File: config.mk
export PLATFORM = sky130hd
export DESIGN_NAME = instr_fetch
export DESIGN_NICKNAME = d
export VERILOG_FILES = /design/src/rtl/rv32_fetch_pkg.sv /design/src/rtl/fetch_timeout_ctr.sv /design/src/rtl/instr_fetch.sv
export SDC_FILE = /design/constraint.sdc
export NUM_CORES = 1
export LEC_CHECK = 0
export CAP_MARGIN = 5
export CORE_ASPECT_RATIO = 1.75
export CORE_MARGIN = 1
export CORE_UTILIZATION = 40
export CTS_BUF_LIST = sky130_fd_sc_hd__clkbuf_4
export CTS_CLUSTER_SIZE = 16
export DETAILED_ROUTE_END_ITERATION = 16
export PLACE_DENSITY = 0.78
export SLEW_MARGIN = 10
export SYNTH_ARGS = -nofsm -noshare
export SYNTH_HDL_FRONTEND = slang
export SYNTH_SLANG_ARGS = --single-unit
File: constraint.sdc
create_clock -name clk -period 4.4 [get_ports clk]
set_clock_uncertainty 0.2 [all_clocks]
set_input_delay 0.66 -clock clk [delete_from_list [all_inputs] [get_ports clk]]
set_output_delay 0.66 -clock clk [all_outputs]
set_load 0.01 [all_outputs]
File: src/rtl/rv32_fetch_pkg.sv
// Shared types and constants for the RV32 instruction fetch stage.
package rv32_fetch_pkg;

    localparam logic [31:0] NOP_WORD     = 32'h0000_0013;
    localparam int unsigned FAULT_CAUSE_W = 2;

    typedef enum logic [1:0] {
        S_IDLE  = 2'b00,
        S_REQ   = 2'b01,
        S_HOLD  = 2'b10,
        S_FAULT = 2'b11
    } fetch_state_e;

    typedef enum logic [FAULT_CAUSE_W-1:0] {
        FC_NONE     = 2'b00,
        FC_MISALIGN = 2'b01,
        FC_TIMEOUT  = 2'b10
    } fault_cause_e;

    // Instruction addresses must be word aligned.
    function automatic logic is_misaligned(input logic [1:0] lsb);
        return lsb != 2'b00;
    endfunction

endpackage

File: src/rtl/fetch_timeout_ctr.sv
// Saturating wait counter for an outstanding instruction-memory request.
module fetch_timeout_ctr #(
    parameter int unsigned TIMEOUT = 16
) (
    input  logic clk,
    input  logic rst,
    input  logic clear,
    input  logic inc,
    output logic expired
);

    localparam int unsigned CW = $clog2(TIMEOUT);
    localparam logic [CW-1:0] LAST = CW'(TIMEOUT - 1);

    logic [CW-1:0] r_cnt;

    // Saturates at LAST so it never wraps back to zero.
    always_ff @(posedge clk) begin
        if (!rst) begin
            r_cnt <= '0;
        end else if (clear) begin
            r_cnt <= '0;
        end else if (inc && (r_cnt != LAST)) begin
            r_cnt <= r_cnt + CW'(1);
        end
    end

    assign expired = (r_cnt == LAST);

endmodule

File: src/rtl/instr_fetch.sv
// Fetch stage: samples the PC, reads instruction memory over req/ack and hands the
// word to decode under valid/ready, stalling the PC until it is consumed.
module instr_fetch
    import rv32_fetch_pkg::*;
#(
    parameter int unsigned      XLEN     = 32,
    parameter int unsigned      TIMEOUT  = 16,
    parameter logic [XLEN-1:0]  NOP_WORD = XLEN'(rv32_fetch_pkg::NOP_WORD)
) (
    input  logic            clk,
    input  logic            rst,
    input  logic [XLEN-1:0] pc_in,
    input  logic            fetch_en,
    input  logic            redirect,
    output logic            imem_req,
    output logic [XLEN-1:0] imem_addr,
    input  logic [XLEN-1:0] imem_rdata,
    input  logic            imem_ack,
    output logic [XLEN-1:0] instr_out,
    output logic [XLEN-1:0] instr_pc,
    output logic            instr_valid,
    input  logic            instr_ready,
    output logic            pc_stall,
    output logic            fetch_fault,
    output logic [1:0]      fault_cause
);

    fetch_state_e    r_state;
    fault_cause_e    r_cause;
    logic [XLEN-1:0] r_imem_addr;
    logic [XLEN-1:0] r_instr_out;
    logic [XLEN-1:0] r_instr_pc;
    logic            r_imem_req;
    logic            r_valid;
    logic            r_fault;

    logic w_accept;
    logic w_sample;
    logic w_misalign;
    logic w_expired;
    logic w_ctr_clear;
    logic w_ctr_inc;

    // r_valid is only set in HOLD; a redirect hides it from decode.
    assign w_accept   = r_valid & ~redirect & instr_ready;
    assign w_sample   = fetch_en & ~redirect &
                        ((r_state == S_IDLE) | ((r_state == S_HOLD) & w_accept));
    assign w_misalign = is_misaligned(pc_in[1:0]);
    assign w_ctr_clear = w_sample & ~w_misalign;
    assign w_ctr_inc   = (r_state == S_REQ) & ~imem_ack & ~redirect;

    fetch_timeout_ctr #(
        .TIMEOUT (TIMEOUT)
    ) u_timeout_ctr (
        .clk     (clk),
        .rst     (rst),
        .clear   (w_ctr_clear),
        .inc     (w_ctr_inc),
        .expired (w_expired)
    );

    // FSM and data registers; a PC sample overrides the HOLD release decision.
    always_ff @(posedge clk) begin
        if (!rst) begin
            r_state     <= S_IDLE;
            r_cause     <= FC_NONE;
            r_imem_addr <= '0;
            r_instr_out <= NOP_WORD;
            r_instr_pc  <= '0;
            r_imem_req  <= 1'b0;
            r_valid     <= 1'b0;
            r_fault     <= 1'b0;
        end else begin
            case (r_state)
                S_REQ: begin
                    if (redirect) begin
                        r_state    <= S_IDLE;
                        r_imem_req <= 1'b0;
                    end else if (imem_ack) begin
                        r_instr_out <= imem_rdata;
                        r_instr_pc  <= r_imem_addr;
                        r_state     <= S_HOLD;
                        r_imem_req  <= 1'b0;
                        r_valid     <= 1'b1;
                    end else if (w_expired) begin
                        r_state    <= S_FAULT;
                        r_imem_req <= 1'b0;
                        r_fault    <= 1'b1;
                        r_cause    <= FC_TIMEOUT;
                    end
                end
                S_HOLD: begin
                    if (redirect || w_accept) begin
                        r_state <= S_IDLE;
                        r_valid <= 1'b0;
                    end
                end
                S_FAULT: begin
                    r_state <= S_FAULT;
                end
                default: begin
                    r_state <= S_IDLE;
                end
            endcase

            if (w_sample) begin
                r_imem_addr <= pc_in;
                if (w_misalign) begin
                    r_state <= S_FAULT;
                    r_fault <= 1'b1;
                    r_cause <= FC_MISALIGN;
                end else begin
                    r_state    <= S_REQ;
                    r_imem_req <= 1'b1;
                end
            end
        end
    end

    assign imem_req    = r_imem_req;
    assign imem_addr   = r_imem_addr;
    assign instr_out   = r_instr_out;
    assign instr_pc    = r_instr_pc;
    assign instr_valid = r_valid & ~redirect;
    assign pc_stall    = (r_state == S_FAULT) | ~(redirect | w_accept);
    assign fetch_fault = r_fault;
    assign fault_cause = r_cause;

endmodule

Yosys cells after proc, flatten, opt, wreduce, memory -nomap -nowiden
Cells that the tools add are included.
- bits in registers: 107
- bits of input ports: 70
- word-level logic and storage cells: 74
- add/subtract/negate cells: 1
- equality and inequality tests: 10
- multiplexer cells: 29
- bitwise gates (word level): 16
- reduce and logical (&&, ||, !) cells: 9
- operators by type and width (operator ; number):
    $mux W2 ; 12
    $mux W1 ; 15
    $and A1 B1 Y1 ; 8
    $pmux W2 S3 ; 1
    $ne A5 B4 Y1 const B ; 1
    $not A1 Y1 ; 5
    $add A4 B1 Y4 const B ; 1
    $eq A2 B2 Y1 const B ; 2
    $eq A4 B4 Y1 const B ; 1
    $ne A2 B2 Y1 const B ; 2
    $ne A4 B4 Y1 const B ; 1
    $reduce_and A4 Y1 ; 1
    $reduce_bool A2 Y1 ; 2
    $ne A3 B2 Y1 const B ; 1
    $or A1 B1 Y1 ; 3
    $reduce_and A3 Y1 ; 1
    $eq A2 B1 Y1 const B ; 1
    $logic_not A2 Y1 ; 1
    $ne A2 B1 Y1 const B ; 1
    $pmux W1 S2 ; 1
    $reduce_and A2 Y1 ; 1
    $reduce_or A2 Y1 ; 1
    $logic_and A1 B1 Y1 ; 1
    $logic_or A1 B1 Y1 ; 1

Longest topological paths before layout
- depth in word-level cells: 8
- depth in mapped cells: 6
- mapped depth without buffers: 4

By module
Synthesis repeated with hierarchy kept, for this count alone.
- cells, all modules: 479
- area, all modules: 4087.7 um^2
- by module, submodules not included (module ; times used ; cells an instance ; area an instance (um^2)):
    instr_fetch ; 1 ; 457 ; 3890.0
    fetch_timeout_ctr ; 1 ; 22 ; 197.7

Worst setup path after synthesis
OpenSTA, ideal clock, no wires.
- kind: input to register
- start point: input port redirect
- end point: register u_timeout_ctr.r_cnt[2]
- setup time: 0.138 ns
- arrival time: 1.690 ns
- data required time: 4.062 ns
- path slack: 2.372 ns
- cell stages on the path: 5
- path buffers: 2
- cell sequence: buf_6 or3b_1 buf_2 o41ai_2 nor3_1
- cells in the longest elaborated chain, start to end: 8
- ends and longest elaborated chain (what ; line ; text):
    start, declared ; instr_fetch.sv:14 ; input logic redirect,
    $not A1 Y1 (no source line) * ; n/a ;
    $and A1 B1 Y1 (2 in a row) ; instr_fetch.sv:45 ; assign w_accept = r_valid & ~redirect & instr_ready;
    $and A1 B1 Y1 ; instr_fetch.sv:47 ; ((r_state == S_IDLE) | ((r_state == S_HOLD) & w_accept));
    $or A1 B1 Y1 ; instr_fetch.sv:47 ;
    $and A1 B1 Y1 ; instr_fetch.sv:46 ; assign w_sample = fetch_en & ~redirect &
    $and A1 B1 Y1 ; instr_fetch.sv:49 ; assign w_ctr_clear = w_sample & ~w_misalign;
    $reduce_or A2 Y1 (no source line) ; n/a ;
    end signal, assigned ; fetch_timeout_ctr.sv:24 ; r_cnt <= r_cnt + CW'(1);
    end, declared ; fetch_timeout_ctr.sv:15 ; logic [CW-1:0] r_cnt;
Every way passes the cells marked *; elsewhere a longest branch is shown, timed or not.
A chain may end at the register's enable or synchronous reset.

Final worst setup path
- start point: input port redirect
- end point: output port pc_stall
- cells in the longest elaborated chain, start to end: 6
- ends and longest elaborated chain (what ; line ; text):
    $not A1 Y1 (no source line) ; n/a ;
    $and A1 B1 Y1 (2 in a row) ; instr_fetch.sv:45 ;
    $or A1 B1 Y1 * ; instr_fetch.sv:125 ; assign pc_stall = (r_state == S_FAULT) | ~(redirect | w_accept);
    $not A1 Y1 * ; instr_fetch.sv:125 ;
    $or A1 B1 Y1 * ; instr_fetch.sv:125 ;
    end, declared ; instr_fetch.sv:23 ; output logic pc_stall,
Marked as above.

==> impl_metrics.yaml <==
clocking:
  holdBufCountCts: 0
  cts_max_path_buffers: 2
  cts_tree: "yes"
  cts_resized: 0
  cts_root_buf: "clkbuf_4"
  path_clk_slew_ps: 150
  cts_max_level: 3
  clock-sinks: 107
  clk_latency_ps: 440
  cts_made_buffers: 9
  postCtsSetupBuffers: 0
logic_synthesis:
  yosys.area.top_type: "dfxtp_1"
  synth_edf_count: 0
  synth_nets: 559
  ys_types: 37
  avgSynthCellArea_um2: 8.34
  ys_ff_latch: 107
  synthArstFlopShare_pct: 0
  yosys.area.top_type_share_pct: 52.6
  synth.area.top_cells: "dfxtp_1 53%, nand2_1 12%, a21oi_1 6.9%"
  synthCells: 488
  synth_ff_type: "dfxtp_1"
  syn_area_um2: 4070
  seq_area_frac_synth_pct: 52.6
  yosysWarnings: 0
power_and_ir_drop:
  vdd_ir_drop_max_mv: 0.209
  p_per_area_nw_per_um2: 280
  total_power_mw: 1.66
  p_leak_nw: 1.95
detailed_routing:
  met3_length_um: 604
  route.met2.wl_um: 6460
  routed_wl_um: 12200
  num_vias: 3992
  first_iter_violations: 255
  drcViolationCount: 0
  routed_via_density: 5.23
  antenna_left: 0
  firstDrtPassIters: 4
  drt-met1-wl_um: 4690
  top_layer: "met4"
  avgRoutedWirePerCell_um: 16.0
floorplanning:
  core_um2: 9850
  start_util_pct: 41.3
  die_h_um: 135
  rows: 48
  ioPinCount: 172
  die_area_um2: 10600
  die_x_um: 78.3
critical_path:
  timing.rr.start: "r_state[0]"
  slowest_delay_ps: 650
  crit_fanout: 10
  cp.required_ps: 3540
  slowest_stage: "clkdlybuf4s50_1"
  critical_path_arrival_ps: 2290
  worstRegToRegCells: 3
  worstReg2RegEnd: "u_timeout_ctr.r_cnt[2]"
  critical_path_class: "in -> out"
  crit_path_frequent_cell: "clkdlybuf4s50_1"
  cp-start-kind: "input pin"
  reg2reg_slack_ps: 1980
  endpoint_kind: "output pin"
  crit_chain: "clkdlybuf4s50_1 > a21oi_1 > a21o_1 > clkdlybuf4s50_1"
global_route:
  grt_max_degree: 66
  antenna_found_initial: 1
  grt_usage_pct: 23.1
  grt_pass1_wl_um: 19200
  grt-ovfl-total: 0
  grt_pass1_vias: 3889
layout:
  area_delta_synth_final_pct: 45.9
  drive_gt1_share_pct: 4.39
  layout.nets: 704
  nFillCells: 888
placement:
  port_buffers: 171
  routabilityCongestion: 0.813
  dp_hpwl_um: 8300
worst_hold_path:
  min_path_type: "reg -> reg"
  holdPathEnd: "instr_pc[30]"
  worstHoldPathCells: 2
  hp-start: "instr_pc[30]"
sta:
  setup_viol: 0
  maxSlewHeadroom_pct: 29.9
  layout_min_cycle_time_ps: 3150
  finalCritPeriodShare_pct: 71.6
  hold_viol: 0
  slew_violations: 0
  rsz0062_at_grt: "false"
  fin_tns_setup_ps: 0
  tightest_slew_ps: 1050
  max_clock_freq_mhz: 318
status:
  status: "completed"
job:
  drv_cap: 0
## where the power goes
| group | internal [mW] | switching (mW) | leakage, nW |
|---|---|---|---|
| Sequential | 0.993 | 0.0200 | 0.866 |
| Clock | 0.117 | 0.310 | 0.0573 |
| Combinational | 0.122 | 0.0989 | 1.03 |
## through the flow
stage / setup slack, ps / utilization, % / hold WS, ps / instances / cell area, um2
after floorplan: 2370 / - / 275 / 488 / 4070
after global placement: 1260 / 59.2 / 240 / 747 / 5830
after detailed placement: 1130 / 59.2 / 246 / 747 / 5830
after CTS: 1260 / 60.3 / 265 / 763 / 5940
after global routing: 1180 / 60.3 / 280 / 764 / 5940
final: 1250 / 60.3 / 263 / 764 / 5940
## worst max-delay path by stage
| stage | start | to | slack (ps) | cells after the start |
|---|---|---|---|---|
| floorplan | redirect | u_timeout_ctr.r_cnt[2] | 2370 | 5 |
| global placement | redirect | u_timeout_ctr.r_cnt[2] | 1260 | 4 |
| detailed placement | redirect | u_timeout_ctr.r_cnt[2] | 1130 | 4 |
| CTS | redirect | pc_stall | 1260 | 4 |
| global route | redirect | pc_stall | 1180 | 4 |
| finish | redirect | pc_stall | 1250 | 4 |
## cell usage after synthesis, types with 2 or more instances
| cell type | number |
|---|---|
| buf_2 | 9 |
| dfxtp_1 | 107 |
| clkbuf_1 | 30 |
| a21boi_0 | 25 |
| nand2_1 | 130 |
| nor3b_1 | 2 |
| buf_6 | 2 |
| nor3_1 | 3 |
| o21ai_0 | 38 |
| a21boi_1 | 21 |
| nand3_1 | 39 |
| nor2_1 | 2 |
| a21oi_1 | 56 |
## registers in the layout, summed over array words and instances, names as in the netlist
name / count
instr_out: 32
u_timeout_ctr.r_cnt: 4
r_valid: 1
instr_pc: 32
imem_addr: 32
fetch_fault: 1
r_state: 2
fault_cause: 2
imem_req: 1
## routing by layer
metal	vias to the layer above	track usage, %
met5	-	0
met4	0	13.7
met3	34	3.97
met2	142	42.3
met1	1862	24.4
li1	1954	-
## logic make-up after synthesis
family / Yosys count / share of synthesized area, %
and+or+nand+nor: 187 / 20.3
AOI/OAI and AO/OA: 150 / 22.2
DFF: 107 / 52.6
buffers and inverters: 43 / 4.61
adders and majority gates: 1 / 0.307
## area by class of cell
class	instances	area, um2	area share, %
diodes	1	2.50	0.0421
clock buffers	10	75.1	1.26
clock inverters	6	32.5	0.548
inverters	2	7.51	0.126
multi-input cells	338	1780	30.0
flip-flops and latches	107	2140	36.1
well taps	125	156	2.63
repair buffers	175	1740	29.3
## layout by cell type (no fill, tap or decap), types with 2 or more instances in the layout
master	count
clkinvlp_4	2
clkinv_2	2
a21boi_0	25
nor3b_1	2
nand3_1	39
nor2_1	2
clkdlybuf4s50_1	171
a21boi_1	20
nor3_1	3
o21ai_0	38
dfxtp_1	107
a21oi_1	56
clkinv_1	2
clkbuf_4	10
nand2_1	130
buf_4	4
## critical path, delay by kind of cell
| family | cells | cell delay [ps] |
|---|---|---|
| buffers and inverters | 2 | 1180 |
| AOI/OAI and AO/OA | 2 | 460 |
(Power assumes the default switching activity.)
